**src/rtl/freq_report_tx.sv**
```systemverilog
// freq_report_tx: sends one 6-byte UART frame (8N1) per accepted start request.
//   Frame layout: HEADER, data[31:24], data[23:16], data[15:8], data[7:0], CHK,
//   where CHK is the 8-bit wrapping sum of the four payload bytes.
//
// Ports:
//   clk   - system clock, rising edge
//   rst   - synchronous active-high reset
//   start - frame request, accepted only while idle
//   data  - 32-bit payload, captured on the accept cycle
//   busy  - high while a frame is in flight
//   done  - one-cycle pulse when a frame completes
//   txd   - registered UART serial output, idle high
module freq_report_tx #(
    parameter int         CLKS_PER_BIT = 10417,
    parameter logic [7:0] HEADER       = 8'hAA
) (
    input  logic        clk,
    input  logic        rst,
    input  logic        start,
    input  logic [31:0] data,
    output logic        busy,
    output logic        done,
    output logic        txd
);

    typedef enum logic [1:0] {IDLE, START_BIT, DATA_BITS, STOP_BIT} state_t;

    localparam logic [15:0] BIT_LAST = 16'(CLKS_PER_BIT - 1);
    // The last stop bit ends one cycle early: its final cycle is the idle
    // cycle where done is high and busy is already low.
    localparam logic [15:0] END_LAST = 16'(CLKS_PER_BIT - 2);

    state_t      state, state_nxt;
    logic [15:0] cnt, cnt_nxt;
    logic [2:0]  bit_idx, bit_nxt;
    logic [2:0]  byte_idx, byte_nxt;
    logic [31:0] data_q;
    logic [7:0]  chk_q;
    logic [7:0]  chk_in;
    logic [7:0]  tx_byte;
    logic        txd_nxt, busy_nxt, done_nxt;
    logic        accept;

    assign accept = (state == IDLE) && start;
    assign chk_in = data[31:24] + data[23:16] + data[15:8] + data[7:0];

    // State register (outputs are registered alongside so txd is glitch-free)
    always_ff @(posedge clk) begin
        if (rst) begin
            state    <= IDLE;
            cnt      <= '0;
            bit_idx  <= '0;
            byte_idx <= '0;
            data_q   <= '0;
            chk_q    <= '0;
            txd      <= 1'b1;
            busy     <= 1'b0;
            done     <= 1'b0;
        end else begin
            state    <= state_nxt;
            cnt      <= cnt_nxt;
            bit_idx  <= bit_nxt;
            byte_idx <= byte_nxt;
            txd      <= txd_nxt;
            busy     <= busy_nxt;
            done     <= done_nxt;
            if (accept) begin
                data_q <= data;
                chk_q  <= chk_in;
            end
        end
    end

    // Next-state logic
    always_comb begin
        state_nxt = state;
        cnt_nxt   = cnt + 16'd1;
        bit_nxt   = bit_idx;
        byte_nxt  = byte_idx;
        case (state)
            IDLE: begin
                cnt_nxt  = '0;
                bit_nxt  = '0;
                byte_nxt = '0;
                if (start) state_nxt = START_BIT;
            end
            START_BIT: begin
                if (cnt == BIT_LAST) begin
                    state_nxt = DATA_BITS;
                    cnt_nxt   = '0;
                    bit_nxt   = '0;
                end
            end
            DATA_BITS: begin
                if (cnt == BIT_LAST) begin
                    cnt_nxt = '0;
                    if (bit_idx == 3'd7) state_nxt = STOP_BIT;
                    else                 bit_nxt   = bit_idx + 3'd1;
                end
            end
            STOP_BIT: begin
                if (byte_idx == 3'd5) begin
                    if (cnt == END_LAST) begin
                        state_nxt = IDLE;
                        cnt_nxt   = '0;
                        byte_nxt  = '0;
                    end
                end else if (cnt == BIT_LAST) begin
                    state_nxt = START_BIT;
                    cnt_nxt   = '0;
                    byte_nxt  = byte_idx + 3'd1;
                end
            end
            default: state_nxt = IDLE;
        endcase
    end

    // Output logic: registered outputs follow the next state
    always_comb begin
        case (byte_nxt)
            3'd0:    tx_byte = HEADER;
            3'd1:    tx_byte = data_q[31:24];
            3'd2:    tx_byte = data_q[23:16];
            3'd3:    tx_byte = data_q[15:8];
            3'd4:    tx_byte = data_q[7:0];
            default: tx_byte = chk_q;
        endcase
        case (state_nxt)
            START_BIT: txd_nxt = 1'b0;
            DATA_BITS: txd_nxt = tx_byte[bit_nxt];
            default:   txd_nxt = 1'b1;
        endcase
        busy_nxt = (state_nxt != IDLE);
        done_nxt = (state == STOP_BIT) && (state_nxt == IDLE);
    end

endmodule

```
**config.mk**
```make
export PLATFORM = sky130hd
export DESIGN_NAME = freq_report_tx
export DESIGN_NICKNAME = d
export VERILOG_FILES = /design/src/rtl/freq_report_tx.sv
export SDC_FILE = /design/constraint.sdc
export NUM_CORES = 1
export LEC_CHECK = 0
export CAP_MARGIN = 10
export CORE_UTILIZATION = 45
export DETAILED_ROUTE_END_ITERATION = 12
export PLACE_DENSITY_LB_ADDON = 0.15
export SYNTH_ARGS = -nofsm -noshare
export SYNTH_HDL_FRONTEND = slang
export SYNTH_SLANG_ARGS = --single-unit
```
**constraint.sdc**
```tcl
create_clock -name clk -period 5.75 [get_ports clk]
set_input_delay 0.575 -clock clk [delete_from_list [all_inputs] [get_ports clk]]
set_output_delay 0.575 -clock clk [all_outputs]
set_load 0.05 [all_outputs]
```
After elaboration in Yosys (flattened, before gate mapping):

Cells that the tools add are included.

* equal/unequal tests: 13
* muxes and demuxes: 24
* bitwise gates (word level): 0
* $lt $le $gt $ge: 1
* shifts and indexed selects: 0
* reductions and logical operators: 7
* divide/modulo/power cells: 0
* multiply operators: 0
* $add $sub $neg: 6

Operator list (count)
* 16-bit 2-to-1 mux: 3
* 16-bit one-hot mux with 3 select lines: 1
* 8-bit one-hot mux with 5 select lines: 1
* 16-bit by 14-bit == test with 1-bit output (second input constant): 2
* 8-bit adder: 3
* 3-bit 2-to-1 mux: 6
* 16-bit by 1-bit adder with 16-bit output (second input constant): 1
* 2-bit 2-to-1 mux: 7
* 3-bit == test (second input constant): 3
* 3-bit one-hot mux with 3 select lines: 1
* 2-bit one-hot mux with 4 select lines: 1
* 3-bit by 1-bit adder with 3-bit output (second input constant): 2
* 2-bit == test (second input constant): 3
* 3-bit by 2-bit == test with 1-bit output (second input constant): 2
* 3-bit one-hot mux with 2 select lines: 1
* 2-bit by 1-bit == test with 1-bit output (second input constant): 2
* 2-bit zero test: 2
* 3-bit by 4-bit < comparator with 1-bit output (second input constant): 1
* 1-bit binary-select mux with 3-bit select: 1
* 3-bit by 1-bit == test with 1-bit output (second input constant): 1
* 3-bit zero test: 1
* 1-bit logical AND: 2
* 1-bit one-hot mux with 2 select lines: 1
* 2-bit nonzero test: 1
* other kinds (2): 2

* memory bits (writable): 0
* logic and storage cells: 60
* output and inout bits: 3
* bits in registers: 67
* memory bits (read-only): 0
* bits in latches: 0
* memories: 0

Longest topological paths before layout:

Gate-level depths: netlist of the first run.

* depth after elaboration: 9
* gate-level depth with buffers: 13
* mapped depth without buffers: 12

Least setup slack after synthesis of the first run:

Ideal clock, no wire load.

* kind: in2reg
* start: input data[1]
* end: register chk_q[7]
* library setup time: 0.086 ns
* stages on the path: 12
* arrival time: 2.939 ns
* path slack: 2.725 ns
* path buffers: 0
* required time: 5.664 ns
* cells stage by stage: fa_1 -> fa_1 -> ha_1 -> inv_1 -> fa_1 -> nor2b_1 -> o21ai_0 -> nand2b_1 -> a21o_1 -> a21oi_1 -> xnor2_1 -> a211oi_1

* word-level cells in the longest chain between the ends: 1

Ends and longest elaborated chain
* start: declaration: RTL line 20 `input logic [31:0] data,`
* 8-bit adder: RTL line 45 `assign chk_in = data[31:24] + data[23:16] + data[15:8] + data[7:0];`
* end signal: assignment: RTL line 69 `chk_q <= chk_in;`
* end: declaration: RTL line 38 `logic [7:0] chk_q;`

No other way between the ends.
A chain may end at the register's enable or synchronous reset.

Final worst setup path of the first run:

* start: register cnt[0]
* end: register txd

* word-level cells in the longest chain between the ends: 9

Ends and longest elaborated chain
* start: declaration: RTL line 34 `logic [15:0] cnt, cnt_nxt;`
* start signal: assignment: RTL line 61 `cnt <= cnt_nxt;`
* 16-bit by 14-bit == test with 1-bit output, on equally long branches
* 3-bit 2-to-1 mux, on equally long branches: RTL line 108, 103
* 3-bit 2-to-1 mux: RTL line 102 `if (byte_idx == 3'd5) begin`
* 3-bit one-hot mux with 2 select lines: RTL line 80 `case (state)`
* 3-bit == test (tied with other cells): RTL line 120 `case (byte_nxt)`
* 8-bit one-hot mux with 5 select lines: RTL line 120
* 1-bit binary-select mux with 3-bit select: RTL line 130 `DATA_BITS: txd_nxt = tx_byte[bit_nxt];`
* 1-bit 2-to-1 mux (not written as such): RTL line 130
* 1-bit one-hot mux with 2 select lines *: RTL line 128 `case (state_nxt)`
* end signal: assignment: RTL line 64 `txd <= txd_nxt;`
* end: declaration: RTL line 23 `output logic txd`

Mark *: on every way between the ends. The rest lies on a longest branch, timed or not. The select of a mux whose other input is x is not followed.

==> results of run 1 <==
==> power breakdown <==
part,internal (uW),switching (uW)
sequential,499,19.8
clock,287,187
combinational,126,152
==> cell usage after synthesis, types with 3 or more instances <==
master	number
fa_1	14
nand3_1	13
nor3_1	9
ha_1	18
buf_2	4
a221o_1	3
nand2_1	90
xor2_1	10
nand4b_1	3
a21o_1	6
nor2b_1	6
xnor2_1	13
a31oi_1	7
a21oi_1	58
o21ai_0	11
nand4_1	5
nor2_1	44
inv_1	13
dfxtp_1	67
clkbuf_1	16
o22ai_1	3
==> sequential cells by signal, indices dropped and copies added, names as in the netlist <==
name and flops:
busy 1, chk_q 8, bit_idx 3, byte_idx 3, txd 1, data_q 32
done 1, cnt 16, state 2
==> path summary, 6_finish.rpt <==
path                    startpoint                     to  slack, ps  cells after the start
max              cnt[0]$_SDFF_PP0_         txd$_SDFF_PP1_       2330                     11
min reg2reg  chk_q[5]$_SDFFE_PP0P_  chk_q[5]$_SDFFE_PP0P_        460                      2
max reg2reg      cnt[0]$_SDFF_PP0_         txd$_SDFF_PP1_       2330                     11
min          chk_q[5]$_SDFFE_PP0P_  chk_q[5]$_SDFFE_PP0P_        460                      2
==> cell usage in the layout (no fill, tap or decap), types with 3 or more instances in the layout <==
cell type,synthesis,layout
a21oi_1,58,58
a21o_1,6,6
bufinv_16,0,3
a31oi_1,7,7
nor3_1,9,9
inv_1,13,13
clkdlybuf4s50_1,0,36
a221o_1,3,3
nand3_1,13,13
xnor2_1,13,13
nor2_1,44,44
nor2b_1,6,6
nand4_1,5,5
dfxtp_1,67,67
fa_1,14,14
nand2_1,90,90
o21ai_0,11,11
clkbuf_8,0,9
xor2_1,10,10
ha_1,18,18
nand4b_1,3,3
o22ai_1,3,3
==> routing by layer <==
layer | vias up | GRT usage, %
li1 | 1679 | -
met1 | 1604 | 28.6
met2 | 55 | 35.4
met3 | 10 | 4.19
met4 | 0 | 6.44
met5 | - | 0
==> area by class of cell <==
type / count / area [um2]
Inverter: 13 / 48.8
Clock buffer: 9 / 124
Sequential cell: 67 / 1340
Timing Repair Buffer: 39 / 380
Clock inverter: 7 / 116
Tap cell: 105 / 131
Multi-Input combinational cell: 367 / 2390
Fill cell: 777 / 3770
==> worst register-to-register path, delay by kind of cell (launching register included) <==
family | cells | cell delay (ps)
AND/OR/NAND/NOR | 3 | 470
flip-flops | 1 | 390
buffers and inverters | 1 | 60
adder cells (fa/ha/maj) | 1 | 200
AO/OA/AOI/OAI | 6 | 2180
==> kinds of logic after synthesis <==
family,synth area share [%]
DFF,34.5
and+or+nand+nor,24.6
adders and majority gates,13.0
xor gates and xnor gates,5.19
buffers and inverters,3.99
muxes,0.515
AOI/OAI and AO/OA,18.2
==> stage by stage <==
step / hold slack [ps] / setup WS (ps) / total power [uW]
3_3_place_gp: 444 / 2150 / 803
6_report: 456 / 2330 / 1270
3_5_place_dp: 446 / 2090 / 807
4_1_cts: 456 / 2330 / 1280
2_1_floorplan: 428 / 2730 / 723
5_1_grt: 479 / 1960 / 1340
==> flow_summary_export.csv, run 1 <==
group,metric,value,unit
run_status,status,"complete, no violations",
routing,ant_nets,0,
place,place.gp.congestion,0.836,
routing,viasPerCell,5.52,
finish,drive_above_1_share,6.97,%
setup_path,slowest_stage,"a21oi_2",
job,cap_violations,0,
timing,report.final.slew_viol_count,0,
finish,final_cell_count_no_fill,607,
routing,wl_met3,318,um
setup_path,worstSetupStartpointType,"register",
clock_network,cts_buffer_depth,2,
finish,final_cell_area,0.00453,mm2
grt,grt_max_degree,53,
synth,ys_seq_area_share,34.5,%
synth,syn-num-nets,537,
timing,max_slew_margin,34.1,%
setup_path,critPathRequiredTime,5980,ps
clock_network,cts_root_buf,"clkbuf_8",
clock_network,cts_setup_buffers,0,
clock_network,cts_tree,"done",
floorplan,coreArea,0.00830,mm2
clock_network,clk_pin_slew,80,ps
routing,drt_pass1_iterations,4,
synth,synth-main-ff-cell,"dfxtp_1",
floorplan,ioPinCount,38,
place,dp.cells,591,
setup_path,worstSetupEndpointType,"register",
timing,fmax,292,MHz
routing,avgRoutedWirePerCell,14.5,um
synth,synth.avg_cell_area,8.27,um2
grt,track_usage,21.6,%
clock_network,clkSinkCount,67,
clock_network,cts_buffers,9,
setup_path,crit_arrival,3650,ps
floorplan,rows,33,
setup_path,crit_type,"register to register",
timing,rsz0062_at_grt,"false",
routing,route.vias.total,3348,
finish,diodes,0,
synth,yosys_warnings,0,
synth,synth.top_cell.area_share,34.5,%
grt,grt_pass1_wl,15.0,mm
routing,wirelength,8.83,mm
place,dpl-instance-area,0.00429,mm2
routing,maxUsedRoutingLayer,"met4",
clock_network,ctsHoldBuffers,0,
pwr,power_density,280,mW/mm2
grt,grt-ovfl-total,0,
pwr,vdd.ir_drop.worst,0.000218,V
routing,drtIter0Drc,129,
routing,wl_met2,4.12,mm
synth,ys_ff_latch,67,
clock_network,worstSkewPairLatency,340,ps
finish,final_util,54.6,%
pwr,p_leak,0.00165,uW
synth,ys_top_cells_by_area,"dfxtp_1 (35%), nand2_1 (8.7%), a21oi_1 (7.5%), fa_1 (7.2%), ha_1 (5.8%)",
setup_path,worstPathMaxFanout,19,
synth,yosysTopAreaCell,"dfxtp_1",
timing,finalSetupViolCount,0,
clock_network,h-tree-depth,3,
grt,first_global_vias,3181,
finish,synthToLayoutAreaGrowth,16.6,%
timing,setup_tns,0,ps
place,dp_hpwl,6.30,mm
setup_path,path_buf_inv,1,
synth,ys_types,66,
synth,syn_area,0.00388,mm2
floorplan,initial_utilization,46.8,%
routing,wl_met1,4.28,mm
floorplan,fp.dieH,94.9,um
setup_path,cpPeakStageDelay,770,ps
synth,synthCells,470,
timing,fin_skew,9.11,ps
setup_path,critical_path.cell_chain,"inv_1, ha_1, and4bb_2, a2bb2oi_1, o21ai_0, a21oi_2, o21ai_2, a2111oi_0, or3_1, nor3_1, a221o_1",
finish,layout.nets,564,
min_path,min_path_type,"register to register",
place,io_buffers,37,
floorplan,die_w,94.9,um
synth,async_reset_ff_share,0,%
floorplan,die-area,0.00901,mm2
timing,fin_crit,3420,ps
routing,drc,0,
synth,synth-edff-count,0,
timing,tightest_slew,989,ps
clock_network,cts_resized,0,
setup_path,cp_top_family,"compound AO/OA/AOI/OAI gates",
timing,timing.final.crit_share,59.5,%
grt,grt_antenna_before_repair,0,
timing,hold_viol,0,
Note: power is estimated with default switching activity, not from simulation.
==> run 2: changes to the inputs <==
==> constraint.sdc (replaced) <==
create_clock -name clk -period 3.06 [get_ports clk]
set_input_delay 0.306 -clock clk [delete_from_list [all_inputs] [get_ports clk]]
set_output_delay 0.306 -clock clk [all_outputs]
set_load 0.05 [all_outputs]
==> run 2 against run 1 <==
Die area unchanged. Count of clock-buffer cells in the layout unchanged. Sequential power grew 88%. Sequential share of layout area is 1.0 points lower. Register-to-register slack worse by 2200 ps. Combinational power rose by 110%. Clock skew is essentially flat. Critical path type unchanged. Largest power group unchanged.
==> flow_summary_export.csv, run 2 (synthesis gave the netlist of run 1 again) <==
group,metric,value,unit
timing,fin_crit,2900,ps
finish,drive_above_1_share,12.5,%
finish,largest_reg_flops,32,
timing,tightest_slew,554,ps
finish,fill_cells,754,
setup_path,cpPeakStageDelay,490,ps
run_status,status,"complete, no violations",
pwr,p_leak,0.00177,uW
clock_network,worstSkewPairLatency,350,ps
timing,hold_viol,0,
setup_path,path_buf_inv,1,
finish,synthToLayoutAreaGrowth,20.8,%
routing,wirelength,9.15,mm
setup_path,worstSetupEndpointType,"register",
setup_path,slowest_stage,"or4b_4",
floorplan,die-area,0.00901,mm2
setup_path,worstSetupStartpointType,"register",
setup_path,critical_path.cell_chain,"inv_1, ha_1, and2b_2, nand2_1, or4b_4, and2_4, or3_1, a21oi_1, a211o_2, nand3_1, a221o_1",
finish,final_cell_area,0.00469,mm2
setup_path,cp_top_family,"simple AND/OR/NAND/NOR gates",
routing,drc,0,
routing,wl_met1,4.25,mm
finish,final_cell_count_no_fill,632,
setup_path,worstPathMaxFanout,12,
routing,viasPerCell,5.51,
routing,drtIter0Drc,158,
clock_network,cts_buffer_depth,2,
floorplan,ioPinCount,38,
finish,regMostFlops,"data_q",
finish,final_util,56.5,%
setup_path,critPathRequiredTime,3290,ps
grt,track_usage,22.1,%
place,io_buffers,37,
finish,seqCellArea,0.00134,mm2
place,dpl-instance-area,0.00446,mm2
floorplan,coreArea,0.00830,mm2
job,cap_violations,0,
routing,maxUsedRoutingLayer,"met4",
pwr,vdd.ir_drop.worst,0.000271,V
timing,fin_skew,8.73,ps
timing,timing.final.crit_share,94.9,%
place,place.gp.congestion,0.847,
place,dp.cells,613,
grt,first_global_vias,3239,
finish,multiInputGateArea,0.00240,mm2
routing,ant_nets,0,
timing,max_slew_margin,63.0,%
floorplan,fp.dieH,94.9,um
floorplan,rows,33,
setup_path,crit_type,"register to register",
routing,wl_met3,364,um
clock_network,clk_pin_slew,80,ps
clock_network,cts_root_buf,"clkbuf_8",
timing,fmax,344,MHz
grt,grt_antenna_before_repair,0,
clock_network,cts_tree,"done",
floorplan,initial_utilization,46.8,%
routing,route.vias.total,3482,
min_path,min_path_type,"input pin to register",
finish,layout.nets,589,
pwr,power,2290,uW
clock_network,ctsHoldBuffers,0,
setup_path,regToRegSetupSlack,160,ps
routing,avgRoutedWirePerCell,14.5,um
finish,diodes,0,
timing,fin_hold_ws,277,ps
floorplan,die_w,94.9,um
place,dp_hpwl,6.74,mm
clock_network,clkSinkCount,67,
finish,reg.largest.list,"data_q (32), cnt (16), chk_q (8)",
finish,final_cell_mix,"nand2_1 (90), dfxtp_1 (67), a21oi_1 (57)",
clock_network,cts_buffers,9,
finish,final_common_cell,"nand2_1",
routing,wl_met2,4.40,mm
grt,grt_pass1_wl,15.3,mm
timing,finalSetupViolCount,0,
setup_path,crit_arrival,3140,ps
routing,drt_pass1_iterations,6,
pwr,power_density,488,mW/mm2
timing,report.final.slew_viol_count,0,
grt,grt_max_degree,41,
clock_network,h-tree-depth,3,
grt,grt-ovfl-total,0,
-- run 2: worst paths after layout --
path,start,to,cells after the start
max,state[0]$_SDFF_PP0_,txd$_SDFF_PP1_,11
min,data[17],data_q[17]$_SDFFE_PP0P_,3
max reg2reg,state[0]$_SDFF_PP0_,txd$_SDFF_PP1_,11
min reg2reg,data_q[17]$_SDFFE_PP0P_,data_q[17]$_SDFFE_PP0P_,2
-- run 2: layer usage --
layer / up-vias / GRT usage, %
met5: - / 0
met4: 0 / 7.58
met3: 13 / 3.78
met2: 84 / 36.4
met1: 1649 / 29.1
li1: 1736 / -
-- run 2: final cells by class --
cell class	count	area share (%)
Multi-Input combinational cell	367	51.3
Sequential cell	67	28.6
Timing Repair Buffer	64	12.2
Tap cell	105	2.80
Clock buffer	9	2.64
Clock inverter	7	1.47
Inverter	13	1.04
-- run 2: what timing repair did --
item,4_1_cts,5_1_grt
resized for setup,0,10
endpoints found under the hold margin,0,0
endpoints found under the setup margin,0,3
setup buffers,0,3
-- run 2: worst reg2reg max path, stage by stage, from the launching register on --
cell and delay [ps]:
dfxtp_1 330, inv_1 90, ha_1 340, and2b_2 240
nand2_1 80, or4b_4 490, and2_4 200, or3_1 350
a21oi_1 150, a211o_2 130, nand3_1 70, a221o_1 330
-- run 2: report_power, final --
group	total (uW)	leakage [uW]	switching [uW]	internal [uW]
clock	732	0.0000950	359	373
combinational	581	0.00113	305	276
sequential	975	0.000547	36.3	938
-- run 2: through the flow --
stage	setup TNS [ps]	setup WS, ps
floorplan	0	167
global placement	-555	-250
detailed placement	-743	-299
CTS	0	60.2
global route	-17.6	-17.6
finish	0	155
